**src/rtl/qmult_seq_rnd_if.sv**
```systemverilog
// ----------------------------------------------------------------------------
// qmult_seq_rnd_if
// Handshake and data bundle for the sequential sign-magnitude Q-format
// multiplier.
//   i_valid / o_ready            : operand-side handshake
//   i_multiplicand, i_multiplier : sign-magnitude operands, N bits each
//   o_valid / i_ready            : result-side handshake
//   o_result                     : sign-magnitude product, N bits
//   o_overflow                   : magnitude overflow, qualified by o_valid
//   o_busy                       : multiplier is computing
// The slave modport is the multiplier; the master modport is its user.
// ----------------------------------------------------------------------------
interface qmult_seq_rnd_if #(
  parameter int N = 32
);
  logic         i_valid;
  logic         o_ready;
  logic [N-1:0] i_multiplicand;
  logic [N-1:0] i_multiplier;
  logic         o_valid;
  logic         i_ready;
  logic [N-1:0] o_result;
  logic         o_overflow;
  logic         o_busy;

  modport slave (
    input  i_valid, i_multiplicand, i_multiplier, i_ready,
    output o_ready, o_valid, o_result, o_overflow, o_busy
  );

  modport master (
    output i_valid, i_multiplicand, i_multiplier, i_ready,
    input  o_ready, o_valid, o_result, o_overflow, o_busy
  );
endinterface

```
**src/rtl/qmult_seq_rnd.sv**
```systemverilog
// ----------------------------------------------------------------------------
// qmult_seq_rnd
// Sequential shift-and-add sign-magnitude fixed-point multiplier. R bits of
// the multiplier magnitude are retired per RUN cycle, then a single FINAL
// cycle applies optional round-half-up, overflow detection, optional
// saturation and negative-zero suppression.
// Ports:
//   i_clk  : clock, rising edge
//   rst_n  : asynchronous active-low reset
//   bus    : qmult_seq_rnd_if.slave (operand/result handshakes, o_busy)
// Parameters:
//   N (word width incl. sign), Q (fractional bits), R (bits per cycle),
//   ROUND (1 = round half-up), SAT (1 = saturate on overflow)
// ----------------------------------------------------------------------------
module qmult_seq_rnd #(
  parameter int N     = 32,
  parameter int Q     = 15,
  parameter int R     = 1,
  parameter int ROUND = 1,
  parameter int SAT   = 1
) (
  input  logic           i_clk,
  input  logic           rst_n,
  qmult_seq_rnd_if.slave bus
);

  localparam int MW  = N - 1;              // magnitude width
  localparam int PW  = 2 * N - 2;          // exact product width
  localparam int K   = (MW + R - 1) / R;   // RUN cycles
  localparam int CW  = (K > 1) ? $clog2(K) : 1;
  localparam int RSH = (Q > 0) ? Q - 1 : 0;
  localparam logic [PW:0] RND_C = (ROUND == 1 && Q > 0) ?
                                  ({{PW{1'b0}}, 1'b1} << RSH) : {(PW+1){1'b0}};

  // Elaboration-time rejection of unsupported parameter sets
  generate
    if (N < 4 || Q < 0 || Q > N - 2 || R < 1 || R > N - 1 ||
        (ROUND != 0 && ROUND != 1) || (SAT != 0 && SAT != 1)) begin : g_bad_param
      $error("qmult_seq_rnd: illegal parameter combination");
    end
    if ($bits(bus.o_result) != N) begin : g_bad_if_width
      $error("qmult_seq_rnd: interface width differs from N");
    end
  endgenerate

  typedef enum logic [1:0] {
    ST_IDLE  = 2'd0,
    ST_RUN   = 2'd1,
    ST_FINAL = 2'd2,
    ST_DONE  = 2'd3
  } state_t;

  state_t          r_state;
  logic [PW-1:0]   r_a_sh;     // multiplicand magnitude, pre-shifted to the current digit
  logic [MW-1:0]   r_b_sh;     // remaining multiplier magnitude bits, LSB = current digit
  logic [PW-1:0]   r_acc;
  logic [CW-1:0]   r_cnt;
  logic            r_sign;
  logic            r_ready;
  logic            r_busy;
  logic            r_valid;
  logic [N-1:0]    r_result;
  logic            r_overflow;

  logic [PW-1:0]   w_pp;
  logic [PW:0]     w_m;
  logic            w_ovf;
  logic [MW-1:0]   w_mag;
  logic            w_sgn;

  // Partial product of the shifted multiplicand and one R-bit digit. Bits
  // shifted beyond PW can only belong to digits that are zero, so the
  // truncation never loses product bits.
  function automatic logic [PW-1:0] digit_pp(input logic [PW-1:0] a,
                                             input logic [R-1:0]  d);
    logic [PW-1:0] p;
    p = {PW{1'b0}};
    for (int i = 0; i < R; i++) begin
      p = p + (d[i] ? (a << i) : {PW{1'b0}});
    end
    return p;
  endfunction

  assign w_pp  = digit_pp(r_a_sh, r_b_sh[R-1:0]);
  // One extra bit so the rounding increment can never wrap.
  assign w_m   = {1'b0, r_acc} + RND_C;
  assign w_ovf = |(w_m >> (MW + Q));
  assign w_mag = (w_ovf && SAT == 1) ? {MW{1'b1}} : MW'(w_m >> Q);
  // A zero magnitude always reports a positive sign.
  assign w_sgn = (w_mag == {MW{1'b0}}) ? 1'b0 : r_sign;

  // Control FSM and datapath; all outputs are registered
  always_ff @(posedge i_clk or negedge rst_n) begin
    if (!rst_n) begin
      r_state    <= ST_IDLE;
      r_a_sh     <= {PW{1'b0}};
      r_b_sh     <= {MW{1'b0}};
      r_acc      <= {PW{1'b0}};
      r_cnt      <= {CW{1'b0}};
      r_sign     <= 1'b0;
      r_ready    <= 1'b1;
      r_busy     <= 1'b0;
      r_valid    <= 1'b0;
      r_result   <= {N{1'b0}};
      r_overflow <= 1'b0;
    end else begin
      case (r_state)
        ST_IDLE: begin
          if (bus.i_valid && r_ready) begin
            r_a_sh     <= {{(PW-MW){1'b0}}, bus.i_multiplicand[MW-1:0]};
            r_b_sh     <= bus.i_multiplier[MW-1:0];
            r_sign     <= bus.i_multiplicand[N-1] ^ bus.i_multiplier[N-1];
            r_acc      <= {PW{1'b0}};
            r_cnt      <= {CW{1'b0}};
            r_overflow <= 1'b0;
            r_ready    <= 1'b0;
            r_busy     <= 1'b1;
            r_state    <= ST_RUN;
          end else begin
            r_state <= ST_IDLE;
          end
        end
        ST_RUN: begin
          r_acc  <= r_acc + w_pp;
          r_a_sh <= r_a_sh << R;
          r_b_sh <= r_b_sh >> R;
          r_cnt  <= r_cnt + CW'(1);
          if (r_cnt == CW'(K - 1)) begin
            r_state <= ST_FINAL;
          end else begin
            r_state <= ST_RUN;
          end
        end
        ST_FINAL: begin
          r_result   <= {w_sgn, w_mag};
          r_overflow <= w_ovf;
          r_busy     <= 1'b0;
          r_valid    <= 1'b1;
          r_state    <= ST_DONE;
        end
        ST_DONE: begin
          if (bus.i_ready) begin
            r_valid <= 1'b0;
            r_ready <= 1'b1;
            r_state <= ST_IDLE;
          end else begin
            r_state <= ST_DONE;
          end
        end
        default: begin
          r_valid <= 1'b0;
          r_busy  <= 1'b0;
          r_ready <= 1'b1;
          r_state <= ST_IDLE;
        end
      endcase
    end
  end

  assign bus.o_ready    = r_ready;
  assign bus.o_busy     = r_busy;
  assign bus.o_valid    = r_valid;
  assign bus.o_result   = r_result;
  assign bus.o_overflow = r_overflow;

endmodule
```
**src/flat_wrapper.sv**
```systemverilog
// flat-port wrapper written by rule: the top's interface ports become plain ports
module qmult_seq_rnd_flat 
#(
  parameter int N     = 32,
  parameter int Q     = 15,
  parameter int R     = 1,
  parameter int ROUND = 1,
  parameter int SAT   = 1
)
  (i_clk, rst_n, bus_i_valid, bus_i_multiplicand, bus_i_multiplier, bus_i_ready, bus_o_ready, bus_o_valid, bus_o_result, bus_o_overflow, bus_o_busy);
  qmult_seq_rnd_if #(.N(N)) bus_i ();
  input  logic i_clk;
  input  logic rst_n;
  input wire logic [$bits(bus_i.i_valid)-1:0] bus_i_valid;
  input wire logic [$bits(bus_i.i_multiplicand)-1:0] bus_i_multiplicand;
  input wire logic [$bits(bus_i.i_multiplier)-1:0] bus_i_multiplier;
  input wire logic [$bits(bus_i.i_ready)-1:0] bus_i_ready;
  output wire logic [$bits(bus_i.o_ready)-1:0] bus_o_ready;
  output wire logic [$bits(bus_i.o_valid)-1:0] bus_o_valid;
  output wire logic [$bits(bus_i.o_result)-1:0] bus_o_result;
  output wire logic [$bits(bus_i.o_overflow)-1:0] bus_o_overflow;
  output wire logic [$bits(bus_i.o_busy)-1:0] bus_o_busy;
  assign bus_i.i_valid = bus_i_valid;
  assign bus_i.i_multiplicand = bus_i_multiplicand;
  assign bus_i.i_multiplier = bus_i_multiplier;
  assign bus_i.i_ready = bus_i_ready;
  assign bus_o_ready = bus_i.o_ready;
  assign bus_o_valid = bus_i.o_valid;
  assign bus_o_result = bus_i.o_result;
  assign bus_o_overflow = bus_i.o_overflow;
  assign bus_o_busy = bus_i.o_busy;
  qmult_seq_rnd #(.N(N), .Q(Q), .R(R), .ROUND(ROUND), .SAT(SAT)) u_core (.i_clk(i_clk), .rst_n(rst_n), .bus(bus_i));
endmodule
```
**config.mk**
```make
export PLATFORM = sky130hd
export DESIGN_NAME = qmult_seq_rnd_flat
export DESIGN_NICKNAME = d
export VERILOG_FILES = /design/src/rtl/qmult_seq_rnd_if.sv /design/src/rtl/qmult_seq_rnd.sv /design/src/flat_wrapper.sv
export SDC_FILE = /design/constraint.sdc
export NUM_CORES = 1
export LEC_CHECK = 0
export ABC_CLOCK_PERIOD_IN_PS = 4500
export CORE_ASPECT_RATIO = 0.9
export CORE_UTILIZATION = 59
export CTS_CLUSTER_SIZE = 40
export DETAILED_ROUTE_END_ITERATION = 10
export GPL_TIMING_DRIVEN = 0
export PLACE_DENSITY_LB_ADDON = 0.12
export SLEW_MARGIN = 20
export SYNTH_ARGS = -nofsm -noshare
export SYNTH_HDL_FRONTEND = slang
export SYNTH_SLANG_ARGS = --single-unit
export TNS_END_PERCENT = 20
```
**constraint.sdc**
```tcl
create_clock -name i_clk -period 4.5 [get_ports i_clk]
set_clock_uncertainty 0.15 [all_clocks]
set_input_delay 0.675 -clock i_clk [delete_from_list [all_inputs] [get_ports i_clk]]
set_output_delay 0.675 -clock i_clk [all_outputs]
set_load 0.005 [all_outputs]
```
# == Word-level counts from Yosys, hierarchy flattened ==
# Cells that the tools add are included.
# totals
word_cells,57
regBits,199
input_bits,68
# op_classes
eq_ne,6
muxes,23
n_bitwise,1
addsub,3
reduce_logical,13
# ops
operator,n
$pmux W62 S2,2
$mux W62,3
$add A62 B15 Y63 const B,1
$add A62 B62 Y62,1
$mux W31,2
$pmux W31 S2,1
$logic_not A31 Y1,1
$reduce_or A17 Y1,1
$pmux W5 S2,1
$pmux W1 S2,4
$pmux W2 S4,1
$reduce_and A2 Y1,4
$reduce_bool A2 Y1,4
$mux W1,6
$add A5 B1 Y5 const B,1
$eq A5 B5 Y1 const B,1
$mux W5,1
$eq A2 B2 Y1 const B,2
$mux W2,2
$reduce_and A3 Y1,1
$eq A2 B1 Y1 const B,1
$logic_not A2 Y1,1
$ne A2 B1 Y1 const B,1
$ne A2 B2 Y1 const B,1
other kinds (2),2

# == Depth between registers and ports, before layout ==
# Gate-level depths: netlist of the first run.
# depth
depth_word,5
depth_mapped,15

# == Worst setup path after synthesis of the first run ==
# Ideal clock, no wire load.
# synth_timing
path_kind,register to register
from,register u_core.r_b_sh[0]
to,register u_core.r_acc[59]
stages_incl_launch_ff,16
t_required_ns,4.217
synth_period_minus_slack_ns,3.647
setup_slack_ns,0.853
arrival_ns,3.364
path_cell_list,dfrtp_1 -> clkbuf_1 -> clkbuf_1 -> and2_1 -> ha_1 -> clkbuf_2 -> a21oi_1 -> o211ai_1 -> o2111ai_1 -> nor4b_1 -> a211oi_1 -> or3b_1 -> a221o_1 -> a31oi_1 -> xor2_1 -> o21ai_0
# synth_via
elab_chain_cells,3
# synth_rtl
item,line_no,source
"start, declared",qmult_seq_rnd.sv:55,logic [MW-1:0] r_b_sh;
"start signal, assigned",qmult_seq_rnd.sv:97,r_b_sh <= {MW{1'b0}};
"start signal, assigned",qmult_seq_rnd.sv:111,r_b_sh <= bus.i_multiplier[MW-1:0];
"start signal, assigned",qmult_seq_rnd.sv:126,r_b_sh <= r_b_sh >> R;
$mux W62,qmult_seq_rnd.sv:79,p = p + (d[i] ? (a << i) : {PW{1'b0}});
$add A62 B62 Y62,qmult_seq_rnd.sv:124,r_acc <= r_acc + w_pp;
$pmux W62 S2,qmult_seq_rnd.sv:107,case (r_state)
"end signal, assigned",qmult_seq_rnd.sv:98,r_acc <= {PW{1'b0}};
"end signal, assigned",qmult_seq_rnd.sv:113,r_acc <= {PW{1'b0}};
"end signal, assigned",qmult_seq_rnd.sv:124,
"end, declared",qmult_seq_rnd.sv:56,logic [PW-1:0] r_acc;
# Every way passes these cells.
# A chain may end at the register's enable or synchronous reset.

# == Worst setup path after layout of the first run ==
# Same ends and word-level chain as after synthesis.

==> report_table.html, run 1 <==
<table>
<tr><th>Metric</th><th>Value</th></tr>
<tr><th colspan="2">Floorplan</th></tr>
<tr><td>Horizontal die dimension</td><td>between 150 and 200 um</td></tr>
<tr><td>Die area</td><td>0.0224 mm2</td></tr>
<tr><td>Site row count</td><td>50</td></tr>
<tr><td>Num ports</td><td>~100</td></tr>
<tr><td>Initial core utilization</td><td>between 60% and 70%</td></tr>
<tr><td>Height of the die</td><td>around 140 um</td></tr>
<tr><td>Total core area</td><td>approximately 0.021 mm2</td></tr>
<tr><th colspan="2">Critical path</th></tr>
<tr><td>Worst-path cell with the longest stage delay</td><td>sky130_fd_sc_hd__dfrtp_2</td></tr>
<tr><td>Worst Path Arrival</td><td>around 4.4 ns</td></tr>
<tr><td>Critical Path Source Type</td><td>register</td></tr>
<tr><td>Sequence of cells on the critical path</td><td>clkbuf_1 -&gt; and2_1 -&gt; ha_1 -&gt; a21o_1 -&gt; a31oi_1 -&gt; a211oi_1 -&gt; o21ai_0 -&gt; a211oi_1 -&gt; or3b_1 -&gt; a221o_1 -&gt; a31oi_1 -&gt; xor2_1 -&gt; o21ai_0</td></tr>
<tr><td>Crit Path Max Fanout</td><td>10</td></tr>
<tr><td>Kind of end point of the critical path</td><td>register</td></tr>
<tr><td>Worst path max stage delay</td><td>between 0.5 and 0.6 ns</td></tr>
<tr><td>Reg2Reg Depth</td><td>13</td></tr>
<tr><td>Beginning of the worst register-to-register path</td><td>u_core.r_b_sh[0]$_DFFE_PN0P_</td></tr>
<tr><td>Required time reported for the critical path endpoint</td><td>between 4 and 5 ns</td></tr>
<tr><td>Setup CP Type</td><td>register to register</td></tr>
<tr><td>Reg2reg setup slack</td><td>0.23 ns</td></tr>
<tr><td>Critical register-to-register path endpoint</td><td>u_core.r_acc[59]$_DFFE_PN0P_</td></tr>
<tr><th colspan="2">Global route</th></tr>
<tr><td>Initial antenna violation count</td><td>0</td></tr>
<tr><td>First-pass GRT wire length</td><td>58700 um</td></tr>
<tr><td>Number of global-route vias before repair</td><td>11200</td></tr>
<tr><td>Total Routing Usage GR</td><td>between 30% and 40%</td></tr>
<tr><td>Total grt overflow</td><td>0</td></tr>
<tr><td>Maximum number of pins on one net before global-route repair</td><td>just under 90</td></tr>
<tr><th colspan="2">Timing</th></tr>
<tr><td>Worst-margin pin slew</td><td>between 1 and 1.5 ns</td></tr>
<tr><td>Hold violation total from the final report</td><td>0</td></tr>
<tr><td>Rel. slew slack</td><td>between 30% and 40%</td></tr>
<tr><td>Final critical-path setup slack</td><td>between 0.2 and 0.25 ns</td></tr>
<tr><td>Max-slew violation count</td><td>0</td></tr>
<tr><td>Total of endpoints with negative setup slack in the final report</td><td>0</td></tr>
<tr><td>Maximum operating frequency</td><td>~0.23 GHz</td></tr>
<tr><td>Final TNS setup</td><td>0 ns</td></tr>
<tr><td>Unrepaired setup endpoints after global routing</td><td>no</td></tr>
<tr><td>Post-route worst hold slack</td><td>roughly 0.33 ns</td></tr>
<tr><td>Final critical-path required period</td><td>approximately 4.3 ns</td></tr>
<tr><td>Final worst path period share</td><td>a little over nine tenths</td></tr>
<tr><th colspan="2">Logic synthesis</th></tr>
<tr><td>Synthesized area divided by synthesized cell count</td><td>roughly 8.2 um2</td></tr>
<tr><td>Synthesis-stage register bit count</td><td>between 150 and 200</td></tr>
<tr><td>Register area share after synthesis</td><td>38.8%</td></tr>
<tr><td>Cell types occupying the most area after synthesis</td><td>sky130_fd_sc_hd__dfrtp_1 39%, sky130_fd_sc_hd__ha_1 6.2%, sky130_fd_sc_hd__nor2_1 5.5%</td></tr>
<tr><td>Synth cell types</td><td>70</td></tr>
<tr><td>Post-Syn Instances</td><td>around 1600</td></tr>
<tr><td>Yosys top cell area share</td><td>approximately two fifths</td></tr>
<tr><td>Mapped cell area</td><td>0.0128 mm2</td></tr>
<tr><td>EDFF count, synth</td><td>0</td></tr>
<tr><td>Ys async rst share</td><td>100%</td></tr>
<tr><td>Library cell occupying the most area in the post-synthesis netlist</td><td>sky130_fd_sc_hd__dfrtp_1</td></tr>
<tr><td>Top flip-flop cell by instance count after synthesis</td><td>sky130_fd_sc_hd__dfrtp_1</td></tr>
<tr><td>Synth top cells by count</td><td>198 x sky130_fd_sc_hd__dfrtp_1, 189 x sky130_fd_sc_hd__nor2_1, 184 x sky130_fd_sc_hd__nand2_1, 138 x sky130_fd_sc_hd__o21ai_0, 88 x sky130_fd_sc_hd__a21oi_1</td></tr>
<tr><td>Synthesis warning total</td><td>0</td></tr>
<tr><td>Number of nets produced by synthesis</td><td>roughly 1700</td></tr>
<tr><td>Most frequent cell after synthesis</td><td>sky130_fd_sc_hd__dfrtp_1</td></tr>
<tr><th colspan="2">Layout</th></tr>
<tr><td>Layout net count</td><td>1815</td></tr>
<tr><td>Post-Layout Inst Area</td><td>between 0.01 and 0.015 mm2</td></tr>
<tr><td>Fill cell count</td><td>approximately 1800</td></tr>
<tr><td>Area Overhead vs Synth</td><td>16.5%</td></tr>
<tr><td>Area taken by multi-input logic gates</td><td>around 0.0074 mm2</td></tr>
<tr><td>Share of cells above drive strength 1</td><td>4.01%</td></tr>
<tr><td>FF/Latch Area</td><td>about 0.0050 mm2</td></tr>
<tr><td>Antenna cell count</td><td>0</td></tr>
<tr><th colspan="2">Detailed routing</th></tr>
<tr><td>Average vias per placed instance</td><td>around 6.1</td></tr>
<tr><td>Via count of the routed design</td><td>between 10000 and 15000</td></tr>
<tr><td>DRC errors left</td><td>0</td></tr>
<tr><td>Number of design-rule violations left by the first detailed-router iteration</td><td>~1100</td></tr>
<tr><td>First-pass detailed-route iteration total</td><td>5</td></tr>
<tr><td>Routed Wire Length</td><td>36500 um</td></tr>
<tr><td>Remaining number of nets flagged by the antenna check after routing</td><td>0</td></tr>
<tr><td>Wire per inst</td><td>18.4 um</td></tr>
<tr><th colspan="2">Power</th></tr>
<tr><td>Peak ir drop on the vdd network</td><td>roughly 0.43 mV</td></tr>
<tr><td>Power density over the cells</td><td>894 mW/mm2</td></tr>
<tr><td>Leakage</td><td>around 6.1 nW</td></tr>
<tr><td>Total power after layout</td><td>around 0.013 W</td></tr>
<tr><th colspan="2">CTS</th></tr>
<tr><td>Number of buffers on the longest clock path</td><td>2</td></tr>
<tr><td>Number of H-tree branching levels</td><td>4</td></tr>
<tr><td># clock sinks</td><td>about 200</td></tr>
<tr><td>Clock tree from TritonCTS</td><td>done</td></tr>
<tr><td>Clk_lat worst skew</td><td>roughly 0.46 ns</td></tr>
<tr><td>CTS buffer count</td><td>17</td></tr>
<tr><td>Clock edge transition at the registers on the reported setup and hold paths</td><td>0.08 ns</td></tr>
<tr><td>Cell at the root of the clock tree</td><td>sky130_fd_sc_hd__clkbuf_16</td></tr>
<tr><th colspan="2">Placed design</th></tr>
<tr><td>DP Wirelength</td><td>about 27000 um</td></tr>
<tr><td>Buffers on Ports</td><td>103</td></tr>
<tr><td>Final GP Congestion</td><td>~0.95</td></tr>
<tr><td>Placed inst area</td><td>roughly 0.014 mm2</td></tr>
<tr><td>Post-placement setup slack</td><td>-0.159 ns</td></tr>
<tr><th colspan="2">Worst hold path</th></tr>
<tr><td>Hold Path Cell Cnt</td><td>2</td></tr>
<tr><td>Hold Crit Class</td><td>register to register</td></tr>
<tr><td>Hold path start</td><td>u_core.bus.o_result[25]$_DFFE_PN0P_</td></tr>
<tr><td>Terminating pin of the worst hold path</td><td>u_core.bus.o_result[25]$_DFFE_PN0P_</td></tr>
<tr><th colspan="2">Run status</th></tr>
<tr><td>Outcome</td><td>finished, final reports clean</td></tr>
<tr><th colspan="2">Job</th></tr>
<tr><td>Max-cap violation count</td><td>0</td></tr>
</table>
-- sequential cells by signal, indices dropped and copies added, names as in the netlist --
signal,count
u_core.r_cnt,5
u_core.bus.o_valid,1
u_core.r_a_sh,62
u_core.bus.o_busy,1
u_core.bus.o_result,32
u_core.bus.o_overflow,1
u_core.r_b_sh,31
u_core.r_state,2
u_core.r_acc,62
u_core.r_sign,1
u_core.bus.o_ready,1
-- power by group --
group | leakage, nW | internal, W | switching, W
clock | 0.309 | 0.000787 | 0.000863
combinational | 3.46 | 0.00329 | 0.00490
sequential | 2.32 | 0.00268 | 0.000847
total | 6.09 | 0.00675 | 0.00661
-- per-layer routing --
layer	GRT usage (%)	share of wire, %	up-vias
met2	52.5	44	459
met1	48.5	46	5772
li1	-	-	5828
met3	7.00	7.4	56
met4	9.35	2.1	0
met5	0	0	-
-- cell usage in the layout (no fill, tap or decap), types with 50 or more instances in the layout --
| cell | n |
|---|---|
| sky130_fd_sc_hd__clkdlybuf4s50_1 | 102 |
| sky130_fd_sc_hd__nor2_1 | 189 |
| sky130_fd_sc_hd__nand2_1 | 184 |
| sky130_fd_sc_hd__a21oi_1 | 87 |
| sky130_fd_sc_hd__ha_1 | 64 |
| sky130_fd_sc_hd__xor2_1 | 50 |
| sky130_fd_sc_hd__o22ai_1 | 63 |
| sky130_fd_sc_hd__o21ai_0 | 138 |
| sky130_fd_sc_hd__and2_1 | 74 |
| sky130_fd_sc_hd__nand3_1 | 68 |
| sky130_fd_sc_hd__clkbuf_1 | 77 |
| sky130_fd_sc_hd__dfrtp_1 | 197 |
-- metrics by stage --
stage                     std cells  utilization, %
after CTS                      1981            70.9
final                          1981            71.0
after global placement         1947            67.5
after floorplan                1558               -
after global routing           1981            71.0
after detailed placement       1949            67.8
-- worst max-delay path by stage --
stage	startpoint	endpoint	slack, ns
after CTS	u_core.r_b_sh[0]$_DFFE_PN0P_	u_core.r_acc[59]$_DFFE_PN0P_	0.08
after floorplan	u_core.r_b_sh[0]$_DFFE_PN0P_	u_core.r_acc[59]$_DFFE_PN0P_	0.85
after global routing	u_core.r_b_sh[0]$_DFFE_PN0P_	u_core.r_acc[55]$_DFFE_PN0P_	0.08
final	u_core.r_b_sh[0]$_DFFE_PN0P_	u_core.r_acc[59]$_DFFE_PN0P_	0.23
after detailed placement	u_core.r_b_sh[0]$_DFFE_PN0P_	u_core.r_acc[59]$_DFFE_PN0P_	-0.16
after global placement	rst_n	u_core.r_b_sh[25]$_DFFE_PN0P_	-5.59
-- critical path: cells and delay by family (launching register included) --
kind / cells / cell delay (ns)
xor gates and xnor gates: 1 / 0.16
buffers and inverters: 1 / 0.34
AOI/OAI and AO/OA: 8 / 1.99
DFF: 1 / 0.51
adders and majority gates: 1 / 0.29
and+or+nand+nor: 2 / 0.69
-- final cells by class --
| cell class | count | share of cell area [%] |
|---|---|---|
| clock buffers | 17 | 2.84 |
| multi-input cells | 1245 | 49.7 |
| flip-flops and latches | 199 | 33.3 |
| well taps | 286 | 2.39 |
| clock inverters | 15 | 1.47 |
| repair buffers | 106 | 7.36 |
| inverters | 15 | 0.376 |
| plain buffers | 98 | 2.58 |
-- timing repair --
action	CTS	global route
setup endpoints to repair	5	5
buffers inserted	0	0
hold buffers	1	0
resized for setup	1	7
hold endpoints to repair	33	0
-- logic make-up (layout without fill, tap and decap cells) --
logic type,after synthesis,in the layout,synth area share (%)
adders and majority gates,65,65,6.39
xor gates and xnor gates,97,97,6.62
and+or+nand+nor,649,649,24.1
buffers and inverters,114,251,3.47
DFF,199,199,38.8
AOI/OAI and AO/OA,428,428,20.1
muxes,6,6,0.487
(Power assumes the default switching activity.)
==> run 2: changes to the inputs <==
--- a/config.mk
+++ b/config.mk
@@ -12,6 +12,7 @@
 export DETAILED_ROUTE_END_ITERATION = 10
 export GPL_TIMING_DRIVEN = 0
 export PLACE_DENSITY_LB_ADDON = 0.12
+export RECOVER_POWER = 25
 export SLEW_MARGIN = 20
 export SYNTH_ARGS = -nofsm -noshare
 export SYNTH_HDL_FRONTEND = slang
==> run 2 against run 1 <==
Against the previous run: the flow now finishes with violations (capacitance limit, slew limit); combinational power is essentially flat; utilization is 0.15 points lower; setup slack better by 0.017 ns; highest routed layer unchanged.
==> report_table.html, run 2 (same netlist as run 1, synthesis figures left out) <==
<table>
<tr><th>Metric</th><th>Value</th></tr>
<tr><th colspan="2">Critical path</th></tr>
<tr><td>Critical register-to-register path endpoint</td><td>u_core.r_acc[59]$_DFFE_PN0P_</td></tr>
<tr><td>Kind of end point of the critical path</td><td>register</td></tr>
<tr><td>Setup CP Type</td><td>register to register</td></tr>
<tr><td>Reg2Reg Depth</td><td>13</td></tr>
<tr><td>Beginning of the worst register-to-register path</td><td>u_core.r_b_sh[0]$_DFFE_PN0P_</td></tr>
<tr><td>Crit Path Max Fanout</td><td>10</td></tr>
<tr><td>Worst Path Arrival</td><td>roughly 4.4 ns</td></tr>
<tr><td>Critical Path Source Type</td><td>register</td></tr>
<tr><td>Setup crit start</td><td>u_core.r_b_sh[0]$_DFFE_PN0P_</td></tr>
<tr><td>Reg2reg setup slack</td><td>about 0.25 ns</td></tr>
<tr><td>Critical Path End</td><td>u_core.r_acc[59]$_DFFE_PN0P_</td></tr>
<tr><td>Required time reported for the critical path endpoint</td><td>4.67 ns</td></tr>
<tr><th colspan="2">Layout</th></tr>
<tr><td>Most frequent cells in the layout</td><td>197 x sky130_fd_sc_hd__dfrtp_1, 189 x sky130_fd_sc_hd__nor2_1, 184 x sky130_fd_sc_hd__nand2_1</td></tr>
<tr><td>Area Overhead vs Synth</td><td>16.3%</td></tr>
<tr><td>Most common cell after layout, fill and taps aside</td><td>sky130_fd_sc_hd__dfrtp_1</td></tr>
<tr><td>Layout net count</td><td>1815</td></tr>
<tr><td>Post-route insts no fill</td><td>between 1500 and 2000</td></tr>
<tr><td>Share of cells above drive strength 1</td><td>under 10%</td></tr>
<tr><td>Antenna cell count</td><td>0</td></tr>
<tr><th colspan="2">CTS</th></tr>
<tr><td># clock sinks</td><td>199</td></tr>
<tr><td>Number of H-tree branching levels</td><td>4</td></tr>
<tr><td>Cell at the root of the clock tree</td><td>sky130_fd_sc_hd__clkbuf_16</td></tr>
<tr><td>Number of buffers on the longest clock path</td><td>2</td></tr>
<tr><td>Clock edge transition at the registers on the reported setup and hold paths</td><td>approximately 0.090 ns</td></tr>
<tr><td>Clock tree from TritonCTS</td><td>done</td></tr>
<tr><td>Post-CTS setup-driven buffer insertion count</td><td>0</td></tr>
<tr><td>Clk_lat worst skew</td><td>0.46 ns</td></tr>
<tr><td>CTS buffer count</td><td>17</td></tr>
<tr><th colspan="2">Floorplan</th></tr>
<tr><td>Total core area</td><td>0.0211 mm2</td></tr>
<tr><td>Height of the die</td><td>142 um</td></tr>
<tr><td>Site row count</td><td>50</td></tr>
<tr><td>Horizontal die dimension</td><td>between 150 and 200 um</td></tr>
<tr><td>Die area</td><td>~0.022 mm2</td></tr>
<tr><td>Num ports</td><td>around 100</td></tr>
<tr><td>Initial core utilization</td><td>about three fifths</td></tr>
<tr><th colspan="2">Timing</th></tr>
<tr><td>Max-slew violation count</td><td>35</td></tr>
<tr><td>Maximum operating frequency</td><td>around 0.24 GHz</td></tr>
<tr><td>Final critical-path setup slack</td><td>roughly 0.25 ns</td></tr>
<tr><td>Hold violation total from the final report</td><td>0</td></tr>
<tr><td>Final worst path period share</td><td>~95%</td></tr>
<tr><td>Unrepaired setup endpoints after global routing</td><td>no</td></tr>
<tr><td>Total of endpoints with negative setup slack in the final report</td><td>0</td></tr>
<tr><td>Rel. slew slack</td><td>-15.2%</td></tr>
<tr><td>Worst-margin pin slew</td><td>1.73 ns</td></tr>
<tr><td>Final critical-path required period</td><td>about 4.3 ns</td></tr>
<tr><th colspan="2">Detailed routing</th></tr>
<tr><td>Via count of the routed design</td><td>approximately 12000</td></tr>
<tr><td>Wire per inst</td><td>18.4 um</td></tr>
<tr><td>First-pass detailed-route iteration total</td><td>5</td></tr>
<tr><td>Routed Wire Length</td><td>approximately 36000 um</td></tr>
<tr><td>Remaining number of nets flagged by the antenna check after routing</td><td>0</td></tr>
<tr><td>Number of design-rule violations left by the first detailed-router iteration</td><td>~1000</td></tr>
<tr><td>DRC errors left</td><td>0</td></tr>
<tr><td>Average vias per placed instance</td><td>6.12</td></tr>
<tr><th colspan="2">Global route</th></tr>
<tr><td>First-pass GRT wire length</td><td>just under 60000 um</td></tr>
<tr><td>Total Routing Usage GR</td><td>34.0%</td></tr>
<tr><td>Initial antenna violation count</td><td>0</td></tr>
<tr><td>Number of global-route vias before repair</td><td>11200</td></tr>
<tr><td>Maximum number of pins on one net before global-route repair</td><td>87</td></tr>
<tr><td>Total grt overflow</td><td>0</td></tr>
<tr><th colspan="2">Worst hold path</th></tr>
<tr><td>Hold Crit Class</td><td>register to register</td></tr>
<tr><th colspan="2">Run status</th></tr>
<tr><td>Violated checks</td><td>capacitance limit, slew limit</td></tr>
<tr><td>Outcome</td><td>finished, violations left</td></tr>
<tr><th colspan="2">Power</th></tr>
<tr><td>Power density over the cells</td><td>896 mW/mm2</td></tr>
<tr><td>Leakage</td><td>~6.1 nW</td></tr>
<tr><td>Peak ir drop on the vdd network</td><td>0.432 mV</td></tr>
<tr><th colspan="2">Placed design</th></tr>
<tr><td>Post-placement setup slack</td><td>-0.159 ns</td></tr>
<tr><td>Final GP Congestion</td><td>0.947</td></tr>
<tr><td>Buffers on Ports</td><td>slightly above 100</td></tr>
<tr><td>Number of cells after detailed placement</td><td>slightly below 2000</td></tr>
<tr><td>DP Wirelength</td><td>about 27000 um</td></tr>
<tr><th colspan="2">Job</th></tr>
<tr><td>Max-cap violation count</td><td>1</td></tr>
</table>
-- run 2: what timing repair did --
item / CTS / global route
setup endpoints to repair: 5 / 5
hold buffers: 1 / 0
endpoints found under the hold margin: 33 / 0
resized for setup: 1 / 7
-- run 2: power by group --
part | switching [W] | total, W | internal [W]
Sequential | 0.000844 | 0.00353 | 0.00268
Combinational | 0.00491 | 0.00819 | 0.00328
Clock | 0.000871 | 0.00166 | 0.000787
-- run 2: metrics by stage --
step	utilization [%]	TNS (ns)	instance area, um2	total power, W	hold slack [ns]
finish	70.8	0	14900	0.0134	0.335
global route	70.8	0	14900	0.0145	0.378
CTS	70.9	0	14900	0.0132	0.339
detailed placement	67.8	-0.673	14300	0.0115	0.320
global placement	67.5	-1103.21	14200	0.0113	0.309
floorplan	-	0	12800	0.00914	0.229
-- run 2: worst max-delay path: stages, from the launching register on --
cell and delay, ns:
sky130_fd_sc_hd__dfrtp_2 0.51, sky130_fd_sc_hd__clkbuf_1 0.34, sky130_fd_sc_hd__and2_1 0.20, sky130_fd_sc_hd__ha_1 0.29
sky130_fd_sc_hd__a21o_1 0.22, sky130_fd_sc_hd__a31oi_1 0.22, sky130_fd_sc_hd__a211oi_1 0.13, sky130_fd_sc_hd__o21ai_0 0.42
sky130_fd_sc_hd__a211oi_1 0.23, sky130_fd_sc_hd__or3b_1 0.48, sky130_fd_sc_hd__a221o_1 0.44, sky130_fd_sc_hd__a31oi_1 0.24
sky130_fd_sc_hd__xor2_1 0.16, sky130_fd_sc_hd__o21ai_0 0.08
-- run 2: layer usage --
metal / global-route usage [%] / wire length, um / vias to the layer above
met1: 48.5 / 16800 / 5787
li1: - / - / 5819
met4: 9.35 / 804 / 0
met5: 0 / 0 / -
met3: 7.00 / 2750 / 60
met2: 52.5 / 16100 / 462
-- run 2: how the worst min path moves through the flow --
stage / slack, ns / cells after the start / startpoint / to
after CTS: 0.34 / 2 / u_core.bus.o_result[25]$_DFFE_PN0P_ / u_core.bus.o_result[25]$_DFFE_PN0P_
final: 0.33 / 2 / u_core.bus.o_result[25]$_DFFE_PN0P_ / u_core.bus.o_result[25]$_DFFE_PN0P_
after detailed placement: 0.32 / 2 / u_core.bus.o_result[25]$_DFFE_PN0P_ / u_core.bus.o_result[25]$_DFFE_PN0P_
after global placement: 0.31 / 2 / u_core.bus.o_busy$_DFFE_PN0P_ / u_core.bus.o_busy$_DFFE_PN0P_
after floorplan: 0.23 / 0 / rst_n / u_core.bus.o_busy$_DFFE_PN0P_
after global routing: 0.38 / 2 / u_core.r_a_sh[36]$_DFFE_PN0P_ / u_core.r_a_sh[37]$_DFFE_PN0P_
-- run 2: area by class of cell --
| type | count | area [um2] |
|---|---|---|
| fill | 1777 | 6150 |
| inverter | 15 | 56.3 |
| buffer | 98 | 387 |
| timing repair buffer | 106 | 1070 |
| clock inverter | 15 | 220 |
| tap | 286 | 358 |
| sequential | 199 | 4980 |
| clock buffer | 17 | 425 |
| multi-input combinational | 1245 | 7430 |
